**config.mk**
```make
export PLATFORM = sky130hd
export DESIGN_NAME = fact_master_flat
export DESIGN_NICKNAME = d
export VERILOG_FILES = /design/src/rtl/fact_master_if.sv /design/src/rtl/fact_master.sv /design/src/flat_wrapper.sv
export SDC_FILE = /design/constraint.sdc
export NUM_CORES = 1
export LEC_CHECK = 0
export ABC_CLOCK_PERIOD_IN_PS = 3400
export BUFFER_PORTS_ARGS = -buffer_cell sky130_fd_sc_hd__buf_2
export CAP_MARGIN = 20
export CORE_MARGIN = 2
export CORE_UTILIZATION = 47
export CTS_BUF_LIST = sky130_fd_sc_hd__clkbuf_4
export CTS_CLUSTER_DIAMETER = 30
export DETAILED_ROUTE_END_ITERATION = 10
export PLACE_DENSITY = 0.78
export SLEW_MARGIN = 10
export SYNTH_ARGS = -nofsm -noshare
export SYNTH_HDL_FRONTEND = slang
export SYNTH_SLANG_ARGS = --single-unit
```
**constraint.sdc**
```tcl
create_clock -name clk -period 3.4 [get_ports clk]
set_input_delay 0.17 -clock clk [delete_from_list [all_inputs] [get_ports clk]]
set_output_delay 0.17 -clock clk [all_outputs]
set_load 0.1 [all_outputs]
```
**src/rtl/fact_master_if.sv**
```systemverilog
// fact_master_if: shared two-master bus as seen by one master.
//   M_req      master -> arbiter  bus request
//   M_grant    arbiter -> master  bus grant (qualifies every access)
//   M_wr       master -> slave    1 = write, 0 = read
//   M_address  master -> slave    register address
//   M_dout     master -> slave    write data
//   M_din      slave  -> master   read data, same-cycle response
interface fact_master_if;
  logic        M_req;
  logic        M_grant;
  logic        M_wr;
  logic [7:0]  M_address;
  logic [31:0] M_dout;
  logic [31:0] M_din;

  modport master (
    output M_req, M_wr, M_address, M_dout,
    input  M_grant, M_din
  );

  modport slave (
    input  M_req, M_wr, M_address, M_dout,
    output M_grant, M_din
  );
endinterface

```
**src/rtl/fact_master.sv**
```systemverilog
// fact_master: runs one factorial job on the factorial core over the
// shared bus: write operand, start, poll done, read result (H then L),
// clear, then hand the 64-bit result back on the local command port.
//
// Parameters:
//   BASE_ADDR  bus address of the core register block
//   BACKOFF    idle cycles between polls (1..15), used only with the
//              optional macro below
// Ports:
//   clk, reset_n               clock, synchronous active-low reset
//   cmd_valid/cmd_ready        job handshake, cmd_operand captured on accept
//   result_valid, result       one-cycle pulse, result held until next pulse
//   bus                        fact_master_if.master (M_req .. M_din)
// Optional feature:
//   FACT_POLL_BACKOFF_EN  when defined, a not-done poll releases the bus
//                         for BACKOFF cycles (WAIT state) before the next
//                         poll; the job resumes at POLL after regrant.
module fact_master #(
  parameter logic [7:0] BASE_ADDR = 8'h00,
  parameter int         BACKOFF   = 4
) (
  input  logic                 clk,
  input  logic                 reset_n,
  input  logic                 cmd_valid,
  output logic                 cmd_ready,
  input  logic [31:0]          cmd_operand,
  output logic                 result_valid,
  output logic [63:0]          result,
  fact_master_if.master        bus
);

  localparam logic [7:0] OFS_START   = 8'd0;
  localparam logic [7:0] OFS_CLEAR   = 8'd1;
  localparam logic [7:0] OFS_DONE    = 8'd2;
  localparam logic [7:0] OFS_OPERAND = 8'd4;
  localparam logic [7:0] OFS_RES_H   = 8'd5;
  localparam logic [7:0] OFS_RES_L   = 8'd6;

  if (BACKOFF < 1 || BACKOFF > 15) begin : g_backoff_range
    $error("fact_master: BACKOFF must be in 1..15");
  end

  typedef enum logic [3:0] {
    IDLE, REQ, WR_OP, WR_START, POLL, RD_H, RD_L, WR_CLR, DONE
`ifdef FACT_POLL_BACKOFF_EN
    , WAIT
`endif
  } state_t;

  state_t      state;
  logic        req;
  logic [31:0] operand;
  logic [31:0] hi_q;
  logic [31:0] lo_q;
`ifdef FACT_POLL_BACKOFF_EN
  logic [3:0]  wait_cnt;
  logic        resume_poll;  // set once the first poll has happened
`endif

  // Ready drops while reset is held so a job is never offered and lost.
  assign cmd_ready = (state == IDLE) && reset_n;
  assign bus.M_req = req;

  // Bus outputs are idle unless this cycle is a granted access cycle;
  // they follow M_grant combinationally so a lost grant never drives
  // a stale access.
  always_comb begin
    bus.M_wr      = 1'b0;
    bus.M_address = 8'h00;
    bus.M_dout    = 32'h0;
    if (bus.M_grant) begin
      case (state)
        WR_OP: begin
          bus.M_wr      = 1'b1;
          bus.M_address = BASE_ADDR + OFS_OPERAND;
          bus.M_dout    = operand;
        end
        WR_START: begin
          bus.M_wr      = 1'b1;
          bus.M_address = BASE_ADDR + OFS_START;
          bus.M_dout    = 32'h1;
        end
        POLL:    bus.M_address = BASE_ADDR + OFS_DONE;
        RD_H:    bus.M_address = BASE_ADDR + OFS_RES_H;
        RD_L:    bus.M_address = BASE_ADDR + OFS_RES_L;
        WR_CLR: begin
          bus.M_wr      = 1'b1;
          bus.M_address = BASE_ADDR + OFS_CLEAR;
          bus.M_dout    = 32'h1;
        end
        default: ;
      endcase
    end
  end

  // Result halves are plain data captures; the visible result register
  // only changes together with result_valid.
  always_ff @(posedge clk) begin
    if (bus.M_grant && state == RD_H) hi_q <= bus.M_din;
    if (bus.M_grant && state == RD_L) lo_q <= bus.M_din;
  end

  always_ff @(posedge clk) begin
    if (!reset_n) begin
      state        <= IDLE;
      req          <= 1'b0;
      result_valid <= 1'b0;
      result       <= 64'h0;
      operand      <= 32'h0;
`ifdef FACT_POLL_BACKOFF_EN
      wait_cnt     <= 4'h0;
      resume_poll  <= 1'b0;
`endif
    end else begin
      result_valid <= 1'b0;
      case (state)
        IDLE: begin
          if (cmd_valid) begin
            operand <= cmd_operand;
            req     <= 1'b1;
            state   <= REQ;
`ifdef FACT_POLL_BACKOFF_EN
            resume_poll <= 1'b0;
`endif
          end
        end
        REQ: begin
          if (bus.M_grant) begin
`ifdef FACT_POLL_BACKOFF_EN
            state <= resume_poll ? POLL : WR_OP;
`else
            state <= WR_OP;
`endif
          end
        end
        WR_OP:    if (bus.M_grant) state <= WR_START;
        WR_START: if (bus.M_grant) state <= POLL;
        POLL: begin
          if (bus.M_grant) begin
            if (bus.M_din[0]) begin
              state <= RD_H;
            end else begin
`ifdef FACT_POLL_BACKOFF_EN
              state       <= WAIT;
              req         <= 1'b0;
              resume_poll <= 1'b1;
              wait_cnt    <= 4'(BACKOFF);
`else
              state <= POLL;
`endif
            end
          end
        end
        RD_H: if (bus.M_grant) state <= RD_L;
        RD_L: if (bus.M_grant) state <= WR_CLR;
        WR_CLR: begin
          if (bus.M_grant) begin
            result       <= {hi_q, lo_q};
            result_valid <= 1'b1;
            req          <= 1'b0;
            state        <= DONE;
          end
        end
        DONE: state <= IDLE;
`ifdef FACT_POLL_BACKOFF_EN
        // M_req stays low for exactly BACKOFF cycles spent in WAIT.
        WAIT: begin
          if (wait_cnt == 4'd1) begin
            req   <= 1'b1;
            state <= REQ;
          end else begin
            wait_cnt <= wait_cnt - 4'd1;
          end
        end
`endif
        default: state <= IDLE;
      endcase
    end
  end

endmodule

```
**src/flat_wrapper.sv**
```systemverilog
// flat-port wrapper written by rule: the top's interface ports become plain ports
module fact_master_flat 
#(
  parameter logic [7:0] BASE_ADDR = 8'h00,
  parameter int         BACKOFF   = 4
)
  (clk, reset_n, cmd_valid, cmd_ready, cmd_operand, result_valid, result, bus_M_req, bus_M_wr, bus_M_address, bus_M_dout, bus_M_grant, bus_M_din);
  fact_master_if bus_i ();
  input  logic clk;
  input  logic reset_n;
  input  logic cmd_valid;
  output logic cmd_ready;
  input  logic [31:0] cmd_operand;
  output logic result_valid;
  output logic [63:0] result;
  output wire logic [$bits(bus_i.M_req)-1:0] bus_M_req;
  output wire logic [$bits(bus_i.M_wr)-1:0] bus_M_wr;
  output wire logic [$bits(bus_i.M_address)-1:0] bus_M_address;
  output wire logic [$bits(bus_i.M_dout)-1:0] bus_M_dout;
  input wire logic [$bits(bus_i.M_grant)-1:0] bus_M_grant;
  input wire logic [$bits(bus_i.M_din)-1:0] bus_M_din;
  assign bus_M_req = bus_i.M_req;
  assign bus_M_wr = bus_i.M_wr;
  assign bus_M_address = bus_i.M_address;
  assign bus_M_dout = bus_i.M_dout;
  assign bus_i.M_grant = bus_M_grant;
  assign bus_i.M_din = bus_M_din;
  fact_master #(.BASE_ADDR(BASE_ADDR), .BACKOFF(BACKOFF)) u_core (.clk(clk), .reset_n(reset_n), .cmd_valid(cmd_valid), .cmd_ready(cmd_ready), .cmd_operand(cmd_operand), .result_valid(result_valid), .result(result), .bus(bus_i));
endmodule
```
Word-level counts from Yosys, hierarchy flattened. Index checks and enable logic that the tools add are counted.

Register bits: 166. Bits in latches: 0. Bits in writable memories: 0. Memory bits (read-only): 0. Input port bits: 68. Output and inout port bits: 108. Logic and storage cells: 54. Memories: 0.

Add/sub/neg operators: 0. Multipliers: 0. Div/mod/pow operators: 0. Order comparisons: 0. Equality and inequality tests: 15. Shift-type cells: 0. Mux-type cells: 20. Bitwise gates (word level): 0. Reduce and logical (&&, ||, !) cells: 12.

Operators with widths (count): one-hot mux 32 bit (2 select lines) (1); 2-to-1 mux 32 bit (1); 2-to-1 mux 4 bit (8); one-hot mux 4 bit (8 select lines) (1); == test 4 x 3 -> 1 bit, second input constant (4); != test 2 bit, second input constant (8); one-hot mux 3 bit (5 select lines) (1); == test 4 x 2 -> 1 bit, second input constant (2); 2-to-1 mux 8 bit (1); AND reduction 8 bit (1); 2-to-1 mux 1 bit (6); AND reduction 2 bit (3); == test 4 x 1 -> 1 bit, second input constant (1); logical NOT 4 bit (1); logical AND 1 bit (3); AND reduction 3 bit (1); OR reduction 3 bit (1); one-hot mux 1 bit (2 select lines) (1); nonzero test 2 bit (1); OR reduction 2 bit (1).

Logic depth before layout (Yosys ltp). Gate-level depths: netlist of run 1.

Depth after elaboration: 4. Gate-level depth with buffers: 5. Depth with buffers taken out: 3.

Worst setup path before layout of run 1. OpenSTA, ideal clock, no wires.

Path kind: register to output. From: reg u_core.state[1]. To: out bus_M_address[2]. Arrival: 2904 ps. Slack: 326 ps. Cell stages (with the launch flop): 5. Cells stage by stage: dfxtp_1 buf_2 and3b_1 a21oi_1 nor3b_1.

Cells in the longest elaborated chain, start to end: 3. Elaborated cells on any way between the ends: 7.

Ends and longest elaborated chain: from (decl) (line fact_master.sv:50) `state_t state;`; from (signal assigned) (line fact_master.sv:105) `state <= IDLE;`; from (signal assigned) (line fact_master.sv:121) `state <= REQ;`; from (signal assigned) (line fact_master.sv:132) `state <= WR_OP;`; == test 4 x 3 -> 1 bit or == test 4 x 2 -> 1 bit (tied branches) (line fact_master.sv:72) `case (state)`; one-hot mux 3 bit (5 select lines) * (line fact_master.sv:72); 2-to-1 mux 8 bit * (line fact_master.sv:71) `if (bus.M_grant) begin`; to (decl) (line flat_wrapper.sv:18) `output wire logic [$bits(bus_i.M_address)-1:0] bus_M_address;`.

Every way passes the cells marked *; elsewhere a longest branch is shown, timed or not.

Final worst setup path of run 1.
From: reg u_core.state[1]. To: out bus_M_dout[31].

Cells in the longest elaborated chain, start to end: 4. Elaborated cells on any way between the ends: 6.

Ends and longest elaborated chain: == test 4 x 2 -> 1 bit or == test 4 x 3 -> 1 bit (tied branches) (line fact_master.sv:72); OR reduction 2 bit (no line); one-hot mux 32 bit (2 select lines) * (line fact_master.sv:72); 2-to-1 mux 32 bit * (line fact_master.sv:71); to (decl) (line flat_wrapper.sv:19) `output wire logic [$bits(bus_i.M_dout)-1:0] bus_M_dout;`.

Marks and branches as above.

==> results of run 1 <==
## sequential cells by signal (all words and copies together) (netlist names)
register,flops
u_core.hi_q,32
u_core.bus.M_req,1
u_core.result_valid,1
u_core.result,64
u_core.state,4
u_core.operand,32
u_core.lo_q,32
## through the flow
stage / hold slack, ns / util / setup slack, ns
floorplan: 0.269 / - / 0.326
global placement: 0.359 / 0.555 / 1.30
detailed placement: 0.362 / 0.555 / 1.13
CTS: 0.000347 / 0.633 / 0.489
global route: 0.0477 / 0.633 / 0.305
finish: 0.0642 / 0.633 / 0.540
## logic make-up after synthesis
logic type                synth area share
AOI/OAI and AO/OA                    0.106
xor gates and xnor gates           0.00307
buffers and inverters               0.0388
DFF                                  0.695
muxes                               0.0562
other                             0.000658
and+or+nand+nor                     0.0996
## metal layers
metal	routed length (um)	GRT usage
met3	836	0.0635
met5	0	0
met4	287	0.0821
met1	5490	0.245
met2	5810	0.306
## worst max-delay path: stages (launching register included)
cell and delay [ns]:
sky130_fd_sc_hd__dfxtp_1 0.65, sky130_fd_sc_hd__and4_1 0.81, sky130_fd_sc_hd__and2_1 0.25, sky130_fd_sc_hd__buf_2 0.43
## cells in the mapped netlist
cell type / n / area (um^2)
sky130_fd_sc_hd__dfxtp_1: 102 / 2040
sky130_fd_sc_hd__nand2_1: 65 / 244
sky130_fd_sc_hd__a22o_1: 64 / 561
sky130_fd_sc_hd__edfxtp_1: 64 / 1920
sky130_fd_sc_hd__mux2i_1: 32 / 320
sky130_fd_sc_hd__and2_1: 31 / 194
sky130_fd_sc_hd__clkbuf_1: 11 / 41.3
sky130_fd_sc_hd__buf_2: 9 / 45.0
sky130_fd_sc_hd__buf_4: 8 / 60.1
sky130_fd_sc_hd__buf_6: 6 / 67.6
sky130_fd_sc_hd__and3_1: 5 / 31.3
sky130_fd_sc_hd__nor2_1: 5 / 18.8
sky130_fd_sc_hd__a21oi_1: 3 / 15.0
sky130_fd_sc_hd__and4_1: 2 / 17.5
sky130_fd_sc_hd__inv_1: 2 / 7.51
sky130_fd_sc_hd__nor3b_1: 2 / 15.0
sky130_fd_sc_hd__a21boi_1: 1 / 7.51
sky130_fd_sc_hd__a21o_1: 1 / 7.51
sky130_fd_sc_hd__a221oi_1: 1 / 8.76
sky130_fd_sc_hd__and3b_1: 1 / 8.76
sky130_fd_sc_hd__and4b_4: 1 / 13.8
sky130_fd_sc_hd__conb_1: 1 / 3.75
sky130_fd_sc_hd__nand2b_1: 1 / 6.26
sky130_fd_sc_hd__nand3_1: 1 / 5.00
sky130_fd_sc_hd__nand3b_1: 1 / 7.51
sky130_fd_sc_hd__nor2b_1: 1 / 6.26
sky130_fd_sc_hd__o21a_1: 1 / 7.51
sky130_fd_sc_hd__xnor2_1: 1 / 8.76
sky130_fd_sc_hd__xor2_1: 1 / 8.76
## worst max path at each step
stage                                       from          endpoint  slack (ns)  depth (start not counted)
floorplan           u_core.state[1]$_SDFFE_PN0P_  bus_M_address[2]        0.33                          4
global placement    u_core.state[1]$_SDFFE_PN0P_    bus_M_dout[14]        1.30                          3
detailed placement  u_core.state[1]$_SDFFE_PN0P_    bus_M_dout[10]        1.13                          3
CTS                 u_core.state[1]$_SDFFE_PN0P_    bus_M_dout[21]        0.49                          3
global route        u_core.state[1]$_SDFFE_PN0P_    bus_M_dout[31]        0.30                          3
finish              u_core.state[1]$_SDFFE_PN0P_    bus_M_dout[31]        0.54                          3
## power by group
part,switching (mW),total [mW],internal (mW)
Clock,0.719,1.10,0.383
Sequential,0.0263,2.13,2.10
Combinational,0.191,0.324,0.133
Total,0.936,3.55,2.62
## area by class of cell
class | instances | area share
clock buffers | 17 | 0.0169
flip-flops and latches | 166 | 0.526
clock inverters | 15 | 0.0201
repair buffers | 241 | 0.205
inverters | 2 | 0.000996
well taps | 147 | 0.0244
multi-input cells | 226 | 0.206
## timing repair
| action | CTS | global route |
|---|---|---|
| endpoints found under the hold margin | 97 | 0 |
| gates resized for setup | 0 | 0 |
| setup buffers | 0 | 0 |
| hold buffers | 65 | 0 |
==> results.py, run 1 <==
metrics = {
    "outcome": {
        "run_status": "complete, no violations",
    },
    "drt": {
        "first_iter_violations": 274,
        "wirelength_um": 12400,
        "drcViolationCount": 0,
        "via_per_inst": 5.05,
        "post_drt_wl_per_cell_um": 15.3,
        "drt_pre_antenna_iters": 5,
        "ant_nets": 0,
        "vias": 4107,
    },
    "die": {
        "initial_utilization": 0.479,
        "floorplan.die.height_um": 114,
        "die-area_um2": 13000,
        "fp.coreArea_um2": 11900,
        "placementRows": 40,
        "die_w_um": 114,
        "ioPinCount": 176,
    },
    "yosys": {
        "syn-cell-area_um2": 5700,
        "synth-seq-area-share": 0.695,
        "yosysWarningCount": 0,
        "postSynthAreaPerCell_um2": 13.4,
        "yosys_register_bits": 166,
        "post_synth_inst_count": 424,
        "yosys.cell_types.count": 29,
    },
    "timing": {
        "max_freq_mhz": 350,
        "layout_skew_ns": 0.0145,
        "max_slew.worst_pin.slew_ns": 0.976,
        "totalNegativeSetupSlack_ns": 0,
        "timing.final.crit_period_ns": 2.86,
        "rsz0062_at_grt": "no",
        "slew_violations": 0,
        "hold_viol_final": 0,
        "max-slew-margin-rel": 0.349,
        "timing.final.setup_violations": 0,
        "portion_of_the_clock_cycle_consumed_by_the_worst_path_in_the_final_layout": 0.841,
    },
    "cells_and_area": {
        "area.growth.synth_to_final_pct": 32.1,
        "mostFrequentLayoutCell": "sky130_fd_sc_hd__buf_2",
        "design_area_um2": 7530,
        "layout.cells.most_common_list": "sky130_fd_sc_hd__buf_2, sky130_fd_sc_hd__dfxtp_1, sky130_fd_sc_hd__nand2_1, sky130_fd_sc_hd__dlygate4sd3_1",
        "diodes_inserted": 0,
        "final_nets": 722,
        "area.sequential_um2": 3960,
        "multi_input_comb_area_um2": 1550,
        "layout.cells.non_filler": 814,
        "filler_cell_count": 907,
        "drive_gt1_frac": 0.319,
    },
    "pwr": {
        "power.density_nw_per_um2": 471,
        "design_power_total_mw": 3.55,
        "p_leak_nw": 3.35,
        "worst_vdd_ir_mv": 0.242,
    },
    "worst_setup_path": {
        "critical_path.max_fanout": 31,
        "required_ns": 3.23,
        "rr_startpoint": "u_core.state[0]$_SDFFE_PN0P_",
        "reg2regPathDepth": 3,
        "crit-reg2reg-capture": "u_core.hi_q[15]$_DFFE_PP_",
        "worstSetupStartpointType": "flip-flop",
        "crit_type": "reg2out",
        "arrival_time_reported_for_the_critical_path_endpoint_ns": 2.69,
        "reg2reg_setup_slack_ns": 1.33,
        "capturing_element_type_of_the_critical_path": "output port",
    },
    "hold_path": {
        "hold_ep": "u_core.state[2]$_SDFFE_PN0P_",
        "worst_hold_path_type": "in2reg",
        "hold_path_startpoint": "bus_M_grant",
        "worst_hold_path_depth": 4,
    },
    "placed_design": {
        "dpl.cell_count": 717,
        "placer_s_final_routability_congestion_estimate": 0.813,
        "place_hpwl_um": 7700,
        "placedInstanceArea_um2": 6610,
        "io_buffers": 170,
    },
    "clocking": {
        "cts-htree-levels": 4,
        "cts.reportedPaths.clkPinSlew_ns": 0.13,
        "cts.sink_count": 166,
        "clk_path_buf_depth": 2,
        "worst_skew_pair.late_latency_ns": 0.55,
        "cts_root_buffer": "sky130_fd_sc_hd__clkbuf_4",
        "cts-buffers-inserted": 17,
        "tritoncts": "done",
    },
    "run": {
        "timing.max_cap.violations": 0,
    },
    "global_route": {
        "grt_usage": 0.193,
        "grt_first_pass_wirelength_um": 19400,
        "antenna_violations_before_repair": 0,
        "grt_pass1_vias": 3932,
        "globalRouteOverflowTotal": 0,
        "grt_max_degree": 39,
    },
}
Power figures use the tool's default switching activity.
==> inputs of run 2 (changes only) <==
Settings changed: ABC_CLOCK_PERIOD_IN_PS 3400 to 2500, PLACE_DENSITY 0.78 to 0.81.
Clock period 3.4 ns to 2.5 ns, I/O delays scaled along.
==> run 2 against run 1 <==
Sequential power up 36%. Non-clock buffer count up 9. Highest routed layer unchanged. Via count up 2.1%. Largest cell class unchanged. Sequential share of layout area down 1.2 points. Global-route usage up 0.59 points. Final area up 2.4%. Routed wire length up 5.9%. Setup slack worse by 0.34 ns. Flip-flop and latch count unchanged. Clock-buffer cell count up 1. Register-to-register slack worse by 0.57 ns.
==> results.py, run 2 (synthesized netlist as in run 1, its figures left out) <==
metrics = {
    "outcome": {
        "run_status": "complete, no violations",
    },
    "worst_setup_path": {
        "crit_type": "reg2out",
        "crit_family": "buffers and inverters",
        "critPathSlowestCell": "sky130_fd_sc_hd__dfxtp_1",
        "capturing_element_type_of_the_critical_path": "output port",
        "worstSetupStartpointType": "flip-flop",
        "critical_path.max_fanout": 31,
        "arrival_time_reported_for_the_critical_path_endpoint_ns": 2.18,
        "required_ns": 2.38,
        "worstPathCellList": "nor2_2 -> and4_1 -> buf_4 -> and2_1 -> clkbuf_4",
        "timing.critical_path.slowest_cell_delay_ns": 0.41,
        "cp.buffers_inverters": 2,
    },
    "timing": {
        "totalNegativeSetupSlack_ns": 0,
        "rsz0062_at_grt": "no",
        "timing.final.setup_violations": 0,
        "hold_viol_final": 0,
        "max_freq_mhz": 435,
        "max_slew.worst_pin.slew_ns": 0.587,
        "max-slew-margin-rel": 0.609,
        "portion_of_the_clock_cycle_consumed_by_the_worst_path_in_the_final_layout": 0.920,
        "slew_violations": 0,
        "timing.final.crit_period_ns": 2.30,
        "layout_skew_ns": 0.0208,
    },
    "hold_path": {
        "worst_hold_path_type": "in2reg",
    },
    "drt": {
        "vias": 4194,
        "wirelength_um": 13200,
        "first_iter_violations": 275,
        "drt_pre_antenna_iters": 4,
        "ant_nets": 0,
        "drcViolationCount": 0,
        "post_drt_wl_per_cell_um": 16.0,
        "via_per_inst": 5.10,
    },
    "clocking": {
        "cts-htree-levels": 4,
        "worst_skew_pair.late_latency_ns": 0.54,
        "cts_root_buffer": "sky130_fd_sc_hd__clkbuf_4",
        "cts-buffers-inserted": 17,
        "tritoncts": "done",
        "post-cts-setup-buffer-count": 0,
        "cts.sink_count": 166,
        "clk_path_buf_depth": 2,
        "cts.reportedPaths.clkPinSlew_ns": 0.14,
    },
    "global_route": {
        "antenna_violations_before_repair": 0,
        "grtUsageMet2": 0.326,
        "grt_first_pass_wirelength_um": 20200,
        "grt_util_met3": 0.0656,
        "grtUsageMet1": 0.240,
        "globalRouteOverflowTotal": 0,
        "grt_max_degree": 66,
        "grt_usage": 0.199,
        "grt-busiest-layer": "met2",
        "grt_pass1_vias": 4178,
    },
    "die": {
        "die_w_um": 114,
        "initial_utilization": 0.479,
        "die-area_um2": 13000,
        "placementRows": 40,
        "ioPinCount": 176,
        "floorplan.die.height_um": 114,
        "fp.coreArea_um2": 11900,
    },
    "cells_and_area": {
        "area.growth.synth_to_final_pct": 35.4,
        "diodes_inserted": 0,
        "top_register": "u_core.result",
        "final_nets": 731,
        "drive_gt1_frac": 0.322,
        "layout.cells.most_common_list": "sky130_fd_sc_hd__buf_2, sky130_fd_sc_hd__dfxtp_1, sky130_fd_sc_hd__dlygate4sd3_1",
        "mostFrequentLayoutCell": "sky130_fd_sc_hd__buf_2",
        "largest_register_ffs": 64,
    },
    "pwr": {
        "worst_vdd_ir_mv": 0.336,
        "power.density_nw_per_um2": 633,
        "design_power_total_mw": 4.88,
        "clockPowerShare": 0.313,
        "switchingPower_mw": 1.22,
        "seq_power_share": 0.592,
        "netSwitchingFraction": 0.250,
        "p_leak_nw": 3.38,
        "power_report.internal_total_mw": 3.66,
        "pwr-share-comb": 0.094,
    },
    "run": {
        "timing.max_cap.violations": 0,
    },
    "placed_design": {
        "io_buffers": 170,
        "placer_s_final_routability_congestion_estimate": 0.745,
        "place_hpwl_um": 8060,
    },
}
## run 2: changes by cell type in the layout (fill, tap and decap cells not counted), moves of 2 or more
cell                            previous run  this run
sky130_fd_sc_hd__clkinv_1                  1         3
sky130_fd_sc_hd__clkinv_2                  2         0
sky130_fd_sc_hd__buf_4                     6         9
sky130_fd_sc_hd__clkbuf_4                 17        49
sky130_fd_sc_hd__dlygate4sd3_1            65        70
sky130_fd_sc_hd__buf_2                   170       139
sky130_fd_sc_hd__clkinv_4                  5         2
## run 2: through the flow
stage          std cells  worst slack [ns]  hold WS (ns)  utilization  cell area (um^2)
2_1_floorplan        428             0.223         0.224            -              5720
3_3_place_gp         721             0.729         0.313        0.559              6650
3_5_place_dp         721             0.600         0.316        0.559              6650
4_1_cts              823            0.0202         0.242        0.641              7640
5_1_grt              823           0.00538         0.247        0.648              7720
6_report             823             0.200         0.303        0.648              7720
## run 2: power groups by stage
stage / Combinational, mW / Sequential [mW] / Clock [mW]
after floorplan: 0.262 / 2.95 / 0
after global placement: 0.349 / 2.95 / 0
after detailed placement: 0.362 / 2.95 / 0
after CTS: 0.451 / 2.89 / 1.58
after global routing: 0.493 / 2.90 / 1.70
final: 0.461 / 2.89 / 1.53
## run 2: final cells by class
type / count / area, um^2
timing repair buffer: 250 / 1720
inverter: 2 / 7.51
sequential: 166 / 3970
clock inverter: 14 / 148
multi-input combinational: 226 / 1560
fill: 890 / 4190
tap: 147 / 184
clock buffer: 18 / 135
## run 2: repair_timing
action	in CTS	in global routing
gates resized for setup	1	32
endpoints found under the hold margin	99	0
endpoints found under the setup margin	31	31
hold buffers	70	0
## run 2: final timing paths
| check | start | endpoint | cells past startpoint | slack, ns |
|---|---|---|---|---|
| setup / recovery | u_core.state[0]$_SDFFE_PN0P_ | bus_M_dout[29] | 5 | 0.20 |
| hold reg to reg | u_core.operand[9]$_SDFFE_PN0P_ | u_core.operand[9]$_SDFFE_PN0P_ | 2 | 0.46 |
| setup reg to reg | u_core.state[0]$_SDFFE_PN0P_ | u_core.operand[28]$_SDFFE_PN0P_ | 4 | 0.76 |
| hold / removal | bus_M_din[25] | u_core.lo_q[25]$_DFFE_PP_ | 2 | 0.30 |
## run 2: per-layer routing
| metal | wire, um | vias up |
|---|---|---|
| met5 | 0 | - |
| met4 | 427 | 0 |
| met3 | 856 | 42 |
| met2 | 6370 | 166 |
| met1 | 5500 | 1998 |
| li1 | - | 1988 |
==> inputs of run 3 (changes only) <==
Settings changed: PLACE_DENSITY 0.81 to 0.77.
==> run 3 against run 2 <==
Global-route usage is 0.13 points higher. Sequential power is essentially flat. Cell count increased by 1.6%. Maximum frequency shrank 2.2%. First-iteration DRC count rose by 15%.
==> results.py, run 3 (synthesized netlist as in run 1, its figures left out) <==
metrics = {
    "timing": {
        "max_freq_mhz": 425,
        "layout_skew_ns": 0.0197,
        "max-slew-margin-rel": 0.654,
        "portion_of_the_clock_cycle_consumed_by_the_worst_path_in_the_final_layout": 0.941,
        "holdWs_ns": 0.101,
        "hold_viol_final": 0,
        "timing.final.crit_period_ns": 2.35,
        "worst_slack_ns": 0.148,
        "totalNegativeSetupSlack_ns": 0,
        "slew_violations": 0,
        "timing.final.setup_violations": 0,
        "max_slew.worst_pin.slew_ns": 0.523,
    },
    "cells_and_area": {
        "largest_register_ffs": 64,
        "drive_gt1_frac": 0.319,
        "diodes_inserted": 0,
        "area.sequential_um2": 3970,
        "final_nets": 744,
        "layout.cells.non_filler": 836,
        "mostFrequentLayoutCell": "sky130_fd_sc_hd__buf_2",
        "area.growth.synth_to_final_pct": 37.5,
        "multi_input_comb_area_um2": 1560,
        "filler_cell_count": 852,
        "layout.cells.most_common_list": "sky130_fd_sc_hd__buf_2, sky130_fd_sc_hd__dfxtp_1, sky130_fd_sc_hd__dlygate4sd3_1",
        "top_register": "u_core.result",
    },
    "clocking": {
        "cts.sink_count": 166,
        "tritoncts": "done",
        "cts-buffers-inserted": 17,
        "cts.reportedPaths.clkPinSlew_ns": 0.12,
        "post-cts-setup-buffer-count": 0,
        "cts_root_buffer": "sky130_fd_sc_hd__clkbuf_4",
        "clk_path_buf_depth": 2,
        "cts-htree-levels": 4,
        "worst_skew_pair.late_latency_ns": 0.54,
    },
    "hold_path": {
        "worst_hold_path_type": "in2reg",
        "hold_ep": "u_core.state[1]$_SDFFE_PN0P_",
        "worst_hold_path_depth": 3,
        "hold_path_startpoint": "reset_n",
    },
    "outcome": {
        "run_status": "complete, no violations",
    },
    "global_route": {
        "grt_pass1_vias": 4025,
        "antenna_violations_before_repair": 0,
        "grt_usage": 0.201,
        "globalRouteOverflowTotal": 0,
        "grt_first_pass_wirelength_um": 20200,
        "grt_max_degree": 47,
    },
    "worst_setup_path": {
        "reg2reg_setup_slack_ns": 0.19,
        "crit-reg2reg-capture": "u_core.operand[22]$_SDFFE_PN0P_",
        "critical_path.max_fanout": 31,
        "required_ns": 2.38,
        "worstSetupStartpointType": "flip-flop",
        "reg2regPathDepth": 5,
        "crit_type": "reg2out",
        "rr_startpoint": "u_core.state[1]$_SDFFE_PN0P_",
        "capturing_element_type_of_the_critical_path": "output port",
        "arrival_time_reported_for_the_critical_path_endpoint_ns": 2.23,
    },
    "die": {
        "fp.coreArea_um2": 11900,
        "ioPinCount": 176,
        "initial_utilization": 0.479,
        "die_w_um": 114,
        "die-area_um2": 13000,
        "floorplan.die.height_um": 114,
        "placementRows": 40,
    },
    "placed_design": {
        "dpl.cell_count": 720,
        "placer_s_final_routability_congestion_estimate": 0.742,
        "placement.setup.worst_slack_ns": 0.635,
        "io_buffers": 170,
        "place_hpwl_um": 7810,
    },
    "drt": {
        "first_iter_violations": 317,
        "post_drt_wl_per_cell_um": 15.7,
        "drt_pre_antenna_iters": 4,
        "vias": 4249,
        "ant_nets": 0,
        "via_per_inst": 5.08,
        "wirelength_um": 13200,
        "drcViolationCount": 0,
    },
    "pwr": {
        "power.density_nw_per_um2": 639,
        "p_leak_nw": 3.46,
        "design_power_total_mw": 5.01,
        "worst_vdd_ir_mv": 0.401,
    },
    "run": {
        "timing.max_cap.violations": 0,
    },
}
==> run 3: cell types whose count changed in the layout (fill, tap and decap cells not counted), sizes merged <==
cell         previous run  this run
buf                   149       167
bufinv                  2         3
clkbuf                 49        33
clkinv                  5         3
clkinvlp                2         4
dlygate4sd3            70        84
inv                     7         3
==> run 3: routing by layer <==
metal	global-route usage	wire length (um)	up-vias	share of wire
met4	0.0821	279	0	0.021
li1	-	-	2015	-
met5	0	0	-	0
met3	0.0667	967	24	0.073
met2	0.312	6210	172	0.47
met1	0.259	5710	2038	0.43
==> run 3: worst max path at each step <==
| stage | from | endpoint | slack, ns |
|---|---|---|---|
| 6_report | u_core.state[0]$_SDFFE_PN0P_ | bus_M_dout[16] | 0.15 |
| 5_1_grt | u_core.state[0]$_SDFFE_PN0P_ | bus_M_dout[16] | -0.04 |
| 4_1_cts | u_core.state[0]$_SDFFE_PN0P_ | bus_M_dout[18] | 0.05 |
| 3_5_place_dp | u_core.state[1]$_SDFFE_PN0P_ | bus_M_dout[18] | 0.64 |
| 3_3_place_gp | u_core.state[1]$_SDFFE_PN0P_ | bus_M_dout[15] | 0.73 |
| 2_1_floorplan | u_core.state[0]$_SDFFE_PN0P_ | u_core.hi_q[0]$_DFFE_PP_ | 0.22 |
==> run 3: power by group <==
group / internal [mW] / switching (mW)
registers: 2.86 / 0.0370
clock network: 0.742 / 0.892
logic: 0.208 / 0.272
==> run 3: cell type report <==
class / instances / share of cell area
Clock buffer: 21 / 0.0201
Clock inverter: 11 / 0.0193
Inverter: 2 / 0.000957
Multi-Input combinational cell: 226 / 0.199
Sequential cell: 166 / 0.506
Tap cell: 147 / 0.0235
Timing Repair Buffer: 263 / 0.231
==> run 3: per-stage QoR <==
step,util,cell area [um^2]
final,0.658,7840
after global routing,0.658,7840
after CTS,0.656,7810
after detailed placement,0.559,6660
after global placement,0.559,6660
after floorplan,-,5720
==> run 3: what timing repair did <==
action / in CTS / in global routing
hold buffers: 84 / 0
endpoints found under the hold margin: 99 / 0
setup endpoints to repair: 2 / 32
resized for setup: 1 / 13
==> run 3: critical path: stages (launching register included) <==
cell,delay (ns)
sky130_fd_sc_hd__dfxtp_1,0.41
sky130_fd_sc_hd__nor2_2,0.19
sky130_fd_sc_hd__and4_1,0.21
sky130_fd_sc_hd__buf_4,0.25
sky130_fd_sc_hd__and2_1,0.20
sky130_fd_sc_hd__buf_2,0.43
